[src/rtl/mem_arb_pkg.sv]
// rtl/mem_arb_pkg.sv - shared types and constants for the two-port memory arbiter
//
// Contents:
//   state_t          FSM encoding (IDLE, ACCESS, DONE)
//   P_FETCH, P_DATA  port index constants (0 = instruction fetch, 1 = data)
//   AW_DEF, DW_DEF   default address / data widths
package mem_arb_pkg;

  typedef enum logic [1:0] {
    IDLE   = 2'd0,
    ACCESS = 2'd1,
    DONE   = 2'd2
  } state_t;

  localparam logic P_FETCH = 1'b0;
  localparam logic P_DATA  = 1'b1;

  localparam int AW_DEF = 4;
  localparam int DW_DEF = 8;

endpackage

[src/rtl/arb_pick2.sv]
// rtl/arb_pick2.sv - combinational two-way winner select
//
// Macro: MEM_ARB_RR_EN selects round-robin tie breaking; undefined gives
// fixed priority with port 0 winning every tie.
//
// Ports:
//   req0, req1  in   request levels of port 0 / port 1
//   last        in   index of the previous winner (round-robin only)
//   any         out  at least one request present
//   win         out  index of the selected port
module arb_pick2
  import mem_arb_pkg::*;
(
  input  logic req0,
  input  logic req1,
  input  logic last,
  output logic any,
  output logic win
);

  assign any = req0 | req1;

`ifdef MEM_ARB_RR_EN
  // On a tie, the port that did not win last time goes first.
  always_comb begin
    win = P_FETCH;
    if (req0 && req1) win = ~last;
    else if (req1)    win = P_DATA;
  end
`else
  // Port 0 always wins; the previous winner plays no role.
  logic unused_last;
  assign unused_last = last;

  always_comb begin
    win = P_FETCH;
    if (!req0 && req1) win = P_DATA;
  end
`endif

endmodule

[src/rtl/mem_port_arbiter.sv]
// rtl/mem_port_arbiter.sv - two-port access controller for a single-port word memory
//
// Macro: MEM_ARB_RR_EN enables round-robin arbitration (LAST register);
// undefined gives fixed priority to port 0.
//
// Ports:
//   CLK, RST_              clock, asynchronous active-low reset
//   REQ0/1, WE0/1          request level and write select per port
//   ADDR0/1, WDATA0/1      command address and write data per port
//   ACK0/1                 one-cycle completion pulse to the served port
//   RDATA                  registered read data, valid from the ACK cycle
//   BUSY                   high in ACCESS and DONE
//   CS, W, R, MADDR, MD    memory control, address and write data
//   MQ                     memory read data
module mem_port_arbiter
  import mem_arb_pkg::*;
#(
  parameter int AW = AW_DEF,
  parameter int DW = DW_DEF
) (
  input  logic          CLK,
  input  logic          RST_,
  input  logic          REQ0,
  input  logic          REQ1,
  input  logic          WE0,
  input  logic          WE1,
  input  logic [AW-1:0] ADDR0,
  input  logic [AW-1:0] ADDR1,
  input  logic [DW-1:0] WDATA0,
  input  logic [DW-1:0] WDATA1,
  output logic          ACK0,
  output logic          ACK1,
  output logic [DW-1:0] RDATA,
  output logic          BUSY,
  output logic          CS,
  output logic          W,
  output logic          R,
  output logic [AW-1:0] MADDR,
  output logic [DW-1:0] MD,
  input  logic [DW-1:0] MQ
);

  state_t        state, state_n;
  logic          gnt, gnt_n;
  logic          last;
  logic          any, win;
  logic          win_we;
  logic [AW-1:0] win_addr;
  logic [DW-1:0] win_wdata;

  logic          ack0_n, ack1_n, busy_n, cs_n, w_n, r_n;
  logic [AW-1:0] maddr_n;
  logic [DW-1:0] md_n, rdata_n;

  arb_pick2 u_pick (
    .req0 (REQ0),
    .req1 (REQ1),
    .last (last),
    .any  (any),
    .win  (win)
  );

  assign win_we    = (win == P_FETCH) ? WE0    : WE1;
  assign win_addr  = (win == P_FETCH) ? ADDR0  : ADDR1;
  assign win_wdata = (win == P_FETCH) ? WDATA0 : WDATA1;

`ifdef MEM_ARB_RR_EN
  // Reset value 1 lets port 0 win the first tie.
  always_ff @(posedge CLK or negedge RST_) begin
    if (!RST_)                   last <= P_DATA;
    else if (state == IDLE && any) last <= win;
  end
`else
  assign last = P_DATA;
`endif

  // MADDR/MD/W double as the latched command while the access is in flight.
  always_comb begin
    state_n = state;
    gnt_n   = gnt;
    ack0_n  = 1'b0;
    ack1_n  = 1'b0;
    busy_n  = 1'b0;
    cs_n    = 1'b0;
    w_n     = 1'b0;
    r_n     = 1'b0;
    maddr_n = MADDR;
    md_n    = MD;
    rdata_n = RDATA;
    case (state)
      IDLE: begin
        if (any) begin
          state_n = ACCESS;
          gnt_n   = win;
          busy_n  = 1'b1;
          cs_n    = 1'b1;
          w_n     = win_we;
          r_n     = ~win_we;
          maddr_n = win_addr;
          md_n    = win_wdata;
        end
      end
      ACCESS: begin
        state_n = DONE;
        busy_n  = 1'b1;
        if (gnt == P_FETCH) ack0_n = 1'b1;
        else                ack1_n = 1'b1;
        if (R) rdata_n = MQ;
      end
      DONE: begin
        state_n = IDLE;
      end
      default: begin
        state_n = IDLE;
      end
    endcase
  end

  always_ff @(posedge CLK or negedge RST_) begin
    if (!RST_) begin
      state <= IDLE;
      gnt   <= P_FETCH;
      ACK0  <= 1'b0;
      ACK1  <= 1'b0;
      BUSY  <= 1'b0;
      CS    <= 1'b0;
      W     <= 1'b0;
      R     <= 1'b0;
      MADDR <= '0;
      MD    <= '0;
      RDATA <= '0;
    end else begin
      state <= state_n;
      gnt   <= gnt_n;
      ACK0  <= ack0_n;
      ACK1  <= ack1_n;
      BUSY  <= busy_n;
      CS    <= cs_n;
      W     <= w_n;
      R     <= r_n;
      MADDR <= maddr_n;
      MD    <= md_n;
      RDATA <= rdata_n;
    end
  end

endmodule

[config.mk]
export PLATFORM = sky130hd
export DESIGN_NAME = mem_port_arbiter
export DESIGN_NICKNAME = d
export VERILOG_FILES = /design/src/rtl/mem_arb_pkg.sv /design/src/rtl/arb_pick2.sv /design/src/rtl/mem_port_arbiter.sv
export SDC_FILE = /design/constraint.sdc
export NUM_CORES = 1
export LEC_CHECK = 0
export ABC_AREA = 1
export BUFFER_PORTS_ARGS = -buffer_cell sky130_fd_sc_hd__buf_4
export CORE_ASPECT_RATIO = 1.1
export CORE_MARGIN = 1
export CORE_UTILIZATION = 48
export DETAILED_ROUTE_END_ITERATION = 10
export PLACE_DENSITY_LB_ADDON = 0.3
export SLEW_MARGIN = 15
export SYNTH_ARGS = -nofsm -noshare
export SYNTH_HDL_FRONTEND = slang
export SYNTH_SLANG_ARGS = --single-unit
[constraint.sdc]
create_clock -name CLK -period 2.5 [get_ports CLK]
set_input_delay 0.5 -clock CLK [delete_from_list [all_inputs] [get_ports CLK]]
set_output_delay 0.5 -clock CLK [all_outputs]
set_load 0.05 [all_outputs]
==> summary.txt, run 1 <==
Critical path
  – CP most frequent cell: nand2_1
  – CP max stage delay: 0.54 ns
  – Crit path capture type: flop
  – Critical path type: flop to flop
  – Reg2Reg Launch Point: state[1]
  – Worst Setup SP: state[1]
  – Master of the slowest instance on the critical path: nor2_1
  – CP Data Arrival Time: 1.80 ns
  – Critical path, cell by cell: nor2_1 -> nand2_1 -> nand2_1 -> nand2_1
  – CP startpoint kind: flop
  – Req. time, crit path: 2.69 ns
  – Max FO, Critical Path: 11

Clocking
  – Max clock buf depth: 2
  – CTS tree: done
  – H-tree depth: 2
  – Root buf cell: clkbuf_4
  – Clock Sinks: 29
  – CTS Hold Buffers Added: 0
  – Clk_lat worst skew: 0.31 ns
  – Reg clk slew, reported paths: 0.09 ns
  – Post-cts resize count: 0
  – Setup bufs post-CTS: 0
  – Num CTS Buffers: 5

Synthesis
  – Synth warn: 0
  – Syn avg cell area: 8.14 um2
  – Netlist cell types: 15
  – Post-synthesis sequential area ratio: 0.571
  – Syn nets: 194
  – Synth Instances: 156
  – Flops & latches, synth: 29
  – Mapped cell area: 1270 um2

Worst hold path
  – Hold Path Class: input pin to async pin

Routing
  – WL final: 2750 um
  – Detailed Routing Iterations Pass 1: 4
  – Drt first-iter violations: 23
  – Via count: 1195
  – DRT antenna net count: 0
  – Routed WL per cell: 11.0 um
  – Vias per cell: 4.78
  – # DRC: 0

Floorplanning
  – Die height: 55.9 um
  – Die area: 2860 um2
  – Row Count: 19
  – Core Footprint: 2500 um2
  – I/O pin count: 64
  – Initial core utilization: 0.509
  – DIE WIDTH: 51.0 um

Global route
  – M3 GR Usage: 0.0820
  – Total Routing Usage GR: 0.224
  – Vias in the first global route: 1104
  – GR peak layer: met2
  – Met1 usage: 0.256
  – First-pass GRT wire length: 4680 um
  – Met2 Use GR: 0.378
  – GRT overflow: 0
  – Initial antenna violation count: 0
  – Largest net degree at the start of global routing: 30

Final layout
  – Share of layout cells above drive strength 1: 0.342
  – Footprint of the multi-input gates: 468 um2
  – # fillers: 202
  – Antenna Cells: 0
  – Area Overhead vs Synth: 41.2%
  – Fin nets: 257
  – Register area: 726 um2

Timing
  – Slew HR: 0.548
  – Fin. Hold Viols: 0
  – Fmax: 0.622 GHz
  – Max Slew Vio Count: 0
  – Final WS setup: 0.893 ns
  – # setup viols final: 0
  – Final Cycle Share: 0.643
  – Minimum clock period: 1.61 ns
  – Pin slew with the least headroom to its limit: 0.676 ns
  – Clock Skews: 0.0102 ns
  – Fin Setup TNS: 0 ns
  – RSZ-0062 raised after global routing: false

Status
  – Outcome: finished, final reports clean

Pwr
  – P_leak: 1.05 nW
  – Combinational fraction of design power: 0.571
  – Power density cells: 1400 nW/um2
  – Switching power: 1.29 mW
  – Register share of total power: 0.320
  – Clk pwr share: 0.109
  – Internal power: 1.22 mW
  – Sw Ratio: 0.514
  – Peak supply drop: 1.01 mV

Placed design
  – Port Buf Inserts: 63
  – Post-DP HPWL: 2000 um
  – Placer congestion estimate: 0.683
  – Pre-CTS setup slack: 0.811 ns

Job
  – Max-Cap Viols: 0
-- per-layer routing --
metal  share of wire  vias to the layer above
li1                -                      607
met5               0                        -
met1            0.40                      543
met3           0.069                        2
met2            0.53                       43
met4          0.0076                        0
-- path summary, 6_finish.rpt --
check	end	slack (ns)	cells past startpoint
setup / recovery	RDATA[3]	0.89	4
hold / removal	MADDR[2]	0.09	1
setup reg to reg	RDATA[3]	0.89	4
hold reg to reg	ACK0	0.46	1
max in group asynchronous	BUSY	2.14	1
min in group CLK	RDATA[2]	0.42	3
-- area by class of cell --
| cell class | count | share of cell area |
|---|---|---|
| clock buffer | 7 | 0.0307 |
| inverter | 8 | 0.0181 |
| multi-input combinational | 112 | 0.261 |
| sequential | 29 | 0.405 |
| tap | 31 | 0.0216 |
| timing repair buffer | 63 | 0.264 |
-- synth_stat cells --
| library cell | number | area share |
|---|---|---|
| inv_1 | 6 | 0.018 |
| o21ai_0 | 1 | 0.0039 |
| buf_4 | 1 | 0.0059 |
| nand3_1 | 20 | 0.079 |
| nand2_2 | 2 | 0.0099 |
| nand3b_1 | 1 | 0.0059 |
| dfrtp_1 | 29 | 0.57 |
| nor2_1 | 5 | 0.015 |
| buf_2 | 5 | 0.020 |
| inv_2 | 1 | 0.0030 |
| nand2_4 | 1 | 0.0089 |
| buf_6 | 1 | 0.0089 |
| nand2_1 | 81 | 0.24 |
| inv_4 | 1 | 0.0049 |
| a21oi_2 | 1 | 0.0069 |
-- metrics by stage --
step                hold WS (ns)   util  power (mW)  instance area [um2]  cells
global placement           0.435  0.696        2.23                 1740    243
finish                    0.0942  0.718        2.51                 1790    250
global route              0.0948  0.718        2.67                 1790    250
CTS                        0.101  0.718        2.54                 1790    250
floorplan                  0.204      -        1.84                 1270    156
detailed placement         0.439  0.696        2.26                 1740    243
-- logic make-up (layout without fill, tap and decap cells) --
logic type | Yosys count | in the layout | synth area share
buffers and inverters | 15 | 78 | 0.0601
AOI/OAI and AO/OA | 2 | 2 | 0.0108
and+or+nand+nor | 110 | 110 | 0.358
DFF | 29 | 29 | 0.571
-- sequential cells by signal, indices dropped and copies added, names as in the netlist --
name and flops:
ACK0 1, ACK1 1, BUSY 1, CS 1, MADDR 4, MD 8
R 1, RDATA 8, W 1, gnt 1, state 2
-- worst max-delay path: cells and delay by family, from the launching register on --
family           cells  cell delay, ns
DFF                  1            0.39
and+or+nand+nor      4            1.10
-- cell usage in the layout, fill, tap and decap left out --
cell / netlist / layout
a21oi_2: 1 / 1
buf_4: 1 / 63
clkbuf_1: 0 / 1
clkbuf_4: 0 / 5
clkbuf_8: 0 / 1
dfrtp_1: 29 / 29
inv_1: 6 / 6
inv_2: 1 / 1
inv_4: 1 / 1
nand2_1: 81 / 81
nand2_2: 2 / 2
nand2_4: 1 / 1
nand3_1: 20 / 20
nand3b_1: 1 / 1
nor2_1: 5 / 5
o21ai_0: 1 / 1
-- power groups by stage --
stage               logic, mW  registers (mW)  clock network (mW)
floorplan               0.361            1.47                   0
global placement         1.42           0.808                   0
detailed placement       1.44           0.813                   0
CTS                      1.45           0.809               0.281
global route             1.53           0.830               0.307
finish                   1.43           0.805               0.274
(Power assumes the default switching activity.)
==> inputs of run 2 (changes only) <==
--- a/config.mk
+++ b/config.mk
@@ -5,11 +5,11 @@
 export SDC_FILE = /design/constraint.sdc
 export NUM_CORES = 1
 export LEC_CHECK = 0
-export ABC_AREA = 1
+export ABC_AREA = 0
 export BUFFER_PORTS_ARGS = -buffer_cell sky130_fd_sc_hd__buf_4
 export CORE_ASPECT_RATIO = 1.1
 export CORE_MARGIN = 1
-export CORE_UTILIZATION = 48
+export CORE_UTILIZATION = 39
 export DETAILED_ROUTE_END_ITERATION = 10
 export PLACE_DENSITY_LB_ADDON = 0.3
 export SLEW_MARGIN = 15
==> constraint.sdc (replaced) <==
create_clock -name CLK -period 1.35 [get_ports CLK]
set_input_delay 0.27 -clock CLK [delete_from_list [all_inputs] [get_ports CLK]]
set_output_delay 0.27 -clock CLK [all_outputs]
set_load 0.05 [all_outputs]
==> summary.txt, run 2 <==
Clocking
  – CTS tree: done
  – Clock Sinks: 29 (unchanged)
  – Num CTS Buffers: 5 (unchanged)
  – Root buf cell: clkbuf_4
  – Clk_lat worst skew: 0.31 ns (about the same)
  – Max clock buf depth: 2 (unchanged)
  – Reg clk slew, reported paths: 0.08 ns (about the same)
  – H-tree depth: 2 (unchanged)

Timing
  – Fin. Hold Viols: 0 (unchanged)
  – Final Cycle Share: 0.958 (+0.315)
  – Max Slew Vio Count: 0 (unchanged)
  – Minimum clock period: 1.29 ns (-0.314 ns)
  – # setup viols final: 0 (unchanged)
  – Fin Setup TNS: 0 ns (unchanged)
  – Pin slew with the least headroom to its limit: 0.360 ns (-0.315 ns)
  – RSZ-0062 raised after global routing: true
  – Slew HR: 0.760 (+0.212)
  – Clock Skews: 0.00411 ns (-0.00607 ns)
  – Hold_ws: 0.189 ns (+0.0944 ns)
  – Fmax: 0.773 GHz (+24%)

Worst hold path
  – Hold Path Class: input pin to flop

Synthesis
  – Compound-Gate Fraction of Synth Area: 0.0208 (+0.00993)
  – Adder-cell share of the synthesized area: 0 (unchanged)
  – Post-Synth XOR/XNOR Area: 0 (unchanged)
  – Top-area cell type share of the netlist area: 0.602 (+0.0309)
  – Post-synthesis sequential area ratio: 0.602 (+0.0309)
  – Largest cells by area after synthesis: dfrtp_1 60%, mux2_2 29%, nor2b_1 1.6%, mux2_4 1.2%, o21a_1 1.2%
  – Async S/R FF share, synth: 1.00 (unchanged)
  – Synth Flop Type: dfrtp_1
  – Flops & latches, synth: 29 (unchanged)
  – Mapped cell area: 1200 um2 (-5.1%)
  – Multiplexer share of the synthesized area: 0.310 (+0.310)
  – Netlist cell types: 14 (-1)
  – Top-count cell post-synth: mux2_2
  – Syn nets: 116 (-40%)
  – Syn avg cell area: 15.4 um2 (+90%)
  – Synth cell count leaders: 31 x mux2_2, 29 x dfrtp_1, 3 x nor2b_1
  – Synth Area in Simple Gates: 0.0509 (-0.307)
  – Post-synth EDFFs: 0 (unchanged)
  – Synth warn: 0 (unchanged)
  – Post-synth top area cell: dfrtp_1
  – Largest family of logic cells by synthesized area: multiplexers
  – Synth Instances: 78 (-50%)

Critical path
  – Max FO, Critical Path: 15 (+4)
  – Crit path capture type: flop
  – Req. time, crit path: 1.55 ns (-1.14 ns)
  – CP Data Arrival Time: 1.50 ns (-0.30 ns)
  – Critical path type: flop to flop
  – CP startpoint kind: flop

Routing
  – Routed WL per cell: 13.0 um (+18%)
  – # DRC: 0 (unchanged)
  – WL final: 2370 um (-14%)
  – DRT antenna net count: 0 (unchanged)
  – Via count: 873 (-27%)
  – Detailed Routing Iterations Pass 1: 3 (-1)
  – Drt first-iter violations: 10 (-57%)
  – Vias per cell: 4.77 (-0.20%)

Placed design
  – DP Cell Count: 174 (-28%)
  – Placer congestion estimate: 0.652 (-4.6%)
  – Port Buf Inserts: 63 (unchanged)
  – Area after DPL: 1730 um2 (-0.36%)
  – Post-DP HPWL: 1830 um (-8.5%)

Status
  – Outcome: finished, final reports clean

Final layout
  – Area Overhead vs Synth: 49.9%
  – # fillers: 247 (+22%)
  – Commonest non-fill, non-tap cell in the layout: buf_4
  – Most frequent cells in the layout: 65 x buf_4, 31 x mux2_2, 29 x dfrtp_1
  – Largest regs: MD x8, RDATA x8, MADDR x4
  – Antenna Cells: 0 (unchanged)
  – Fin nets: 188 (-27%)
  – Share of layout cells above drive strength 1: 0.720 (+0.378)
  – Final non-filler cell total: 183 (-27%)
  – Design area: 1810 um2 (+0.77%)

Global route
  – Initial antenna violation count: 0 (unchanged)
  – First-pass GRT wire length: 3820 um (-18%)
  – Vias in the first global route: 920 (-17%)
  – Total Routing Usage GR: 0.170 (-0.0541)
  – GRT overflow: 0 (unchanged)
  – Largest net degree at the start of global routing: 30 (unchanged)

Pwr
  – Power consumption: 4.86 mW (+94%)
  – Peak supply drop: 1.82 mV (+81%)
  – P_leak: 0.883 nW (-16%)
  – Power density cells: 2690 nW/um2 (+92%)

Floorplanning
  – Row Count: 20 (+1)
  – I/O pin count: 64 (unchanged)
  – DIE WIDTH: 55.0 um (+7.7%)
  – Core Footprint: 2850 um2 (+14%)
  – Initial core utilization: 0.422 (-0.0864)
  – Die height: 60.3 um (+7.8%)
  – Die area: 3320 um2 (+16%)

Job
  – Max-Cap Viols: 0 (unchanged)
==> run 2: repair_timing <==
| action | 4_1_cts | 5_1_grt |
|---|---|---|
| gates resized for setup | 1 | 0 |
| hold endpoints to repair | 29 | 0 |
| setup endpoints to repair | 19 | 9 |
| buffers inserted | 1 | 0 |
| pin swaps | 1 | 0 |
| hold buffers | 1 | 0 |
==> run 2: worst max-delay path, stage by stage, from the launching register on <==
cell and delay [ns]:
dfrtp_1 0.40, nor2_2 0.13, o21a_2 0.17, buf_12 0.14
mux2_2 0.34
==> run 2: path summary, 6_finish.rpt <==
check	start	end	slack, ns	depth (start not counted)
setup reg to reg	state[0]	MD[6]	0.06	4
setup / recovery	state[0]	MD[6]	0.06	4
max in group asynchronous	RST_	RDATA[3]	0.67	2
hold reg to reg	gnt	ACK0	0.46	1
min in group asynchronous	RST_	ACK1	0.41	2
hold / removal	MQ[6]	RDATA[6]	0.19	2
==> run 2: stage by stage <==
stage | utilization | setup WS (ns)
finish | 0.633 | 0.0572
global route | 0.633 | -0.0123
detailed placement | 0.607 | 0.000853
global placement | 0.607 | 0.0154
CTS | 0.633 | 0.0443
floorplan | - | 0.00985
==> run 2: power breakdown <==
part / switching (mW) / leakage, nW / internal [mW]
Clock: 0.261 / 0.0314 / 0.245
Sequential: 0.221 / 0.347 / 1.29
Combinational: 1.79 / 0.504 / 1.05
==> run 2: logic make-up after synthesis <==
kind of cell,Yosys count
AND/OR/NAND/NOR,10
AO/OA/AOI/OAI,4
buffers and inverters,2
flip-flops,29
multiplexers,33
==> run 2: final cells by class <==
type | count | area (um2) | area share
clock buffer | 7 | 55.1 | 0.0305
multi-input combinational | 47 | 467 | 0.258
sequential | 29 | 726 | 0.402
tap | 33 | 41.3 | 0.0229
timing repair buffer | 67 | 518 | 0.287
==> run 2: layer usage <==
layer	GRT usage	part of all wire	up-vias
met5	0	0	-
met4	0.0607	0.0055	0
met3	0.0840	0.092	2
met2	0.291	0.54	43
met1	0.175	0.36	413
li1	-	-	415
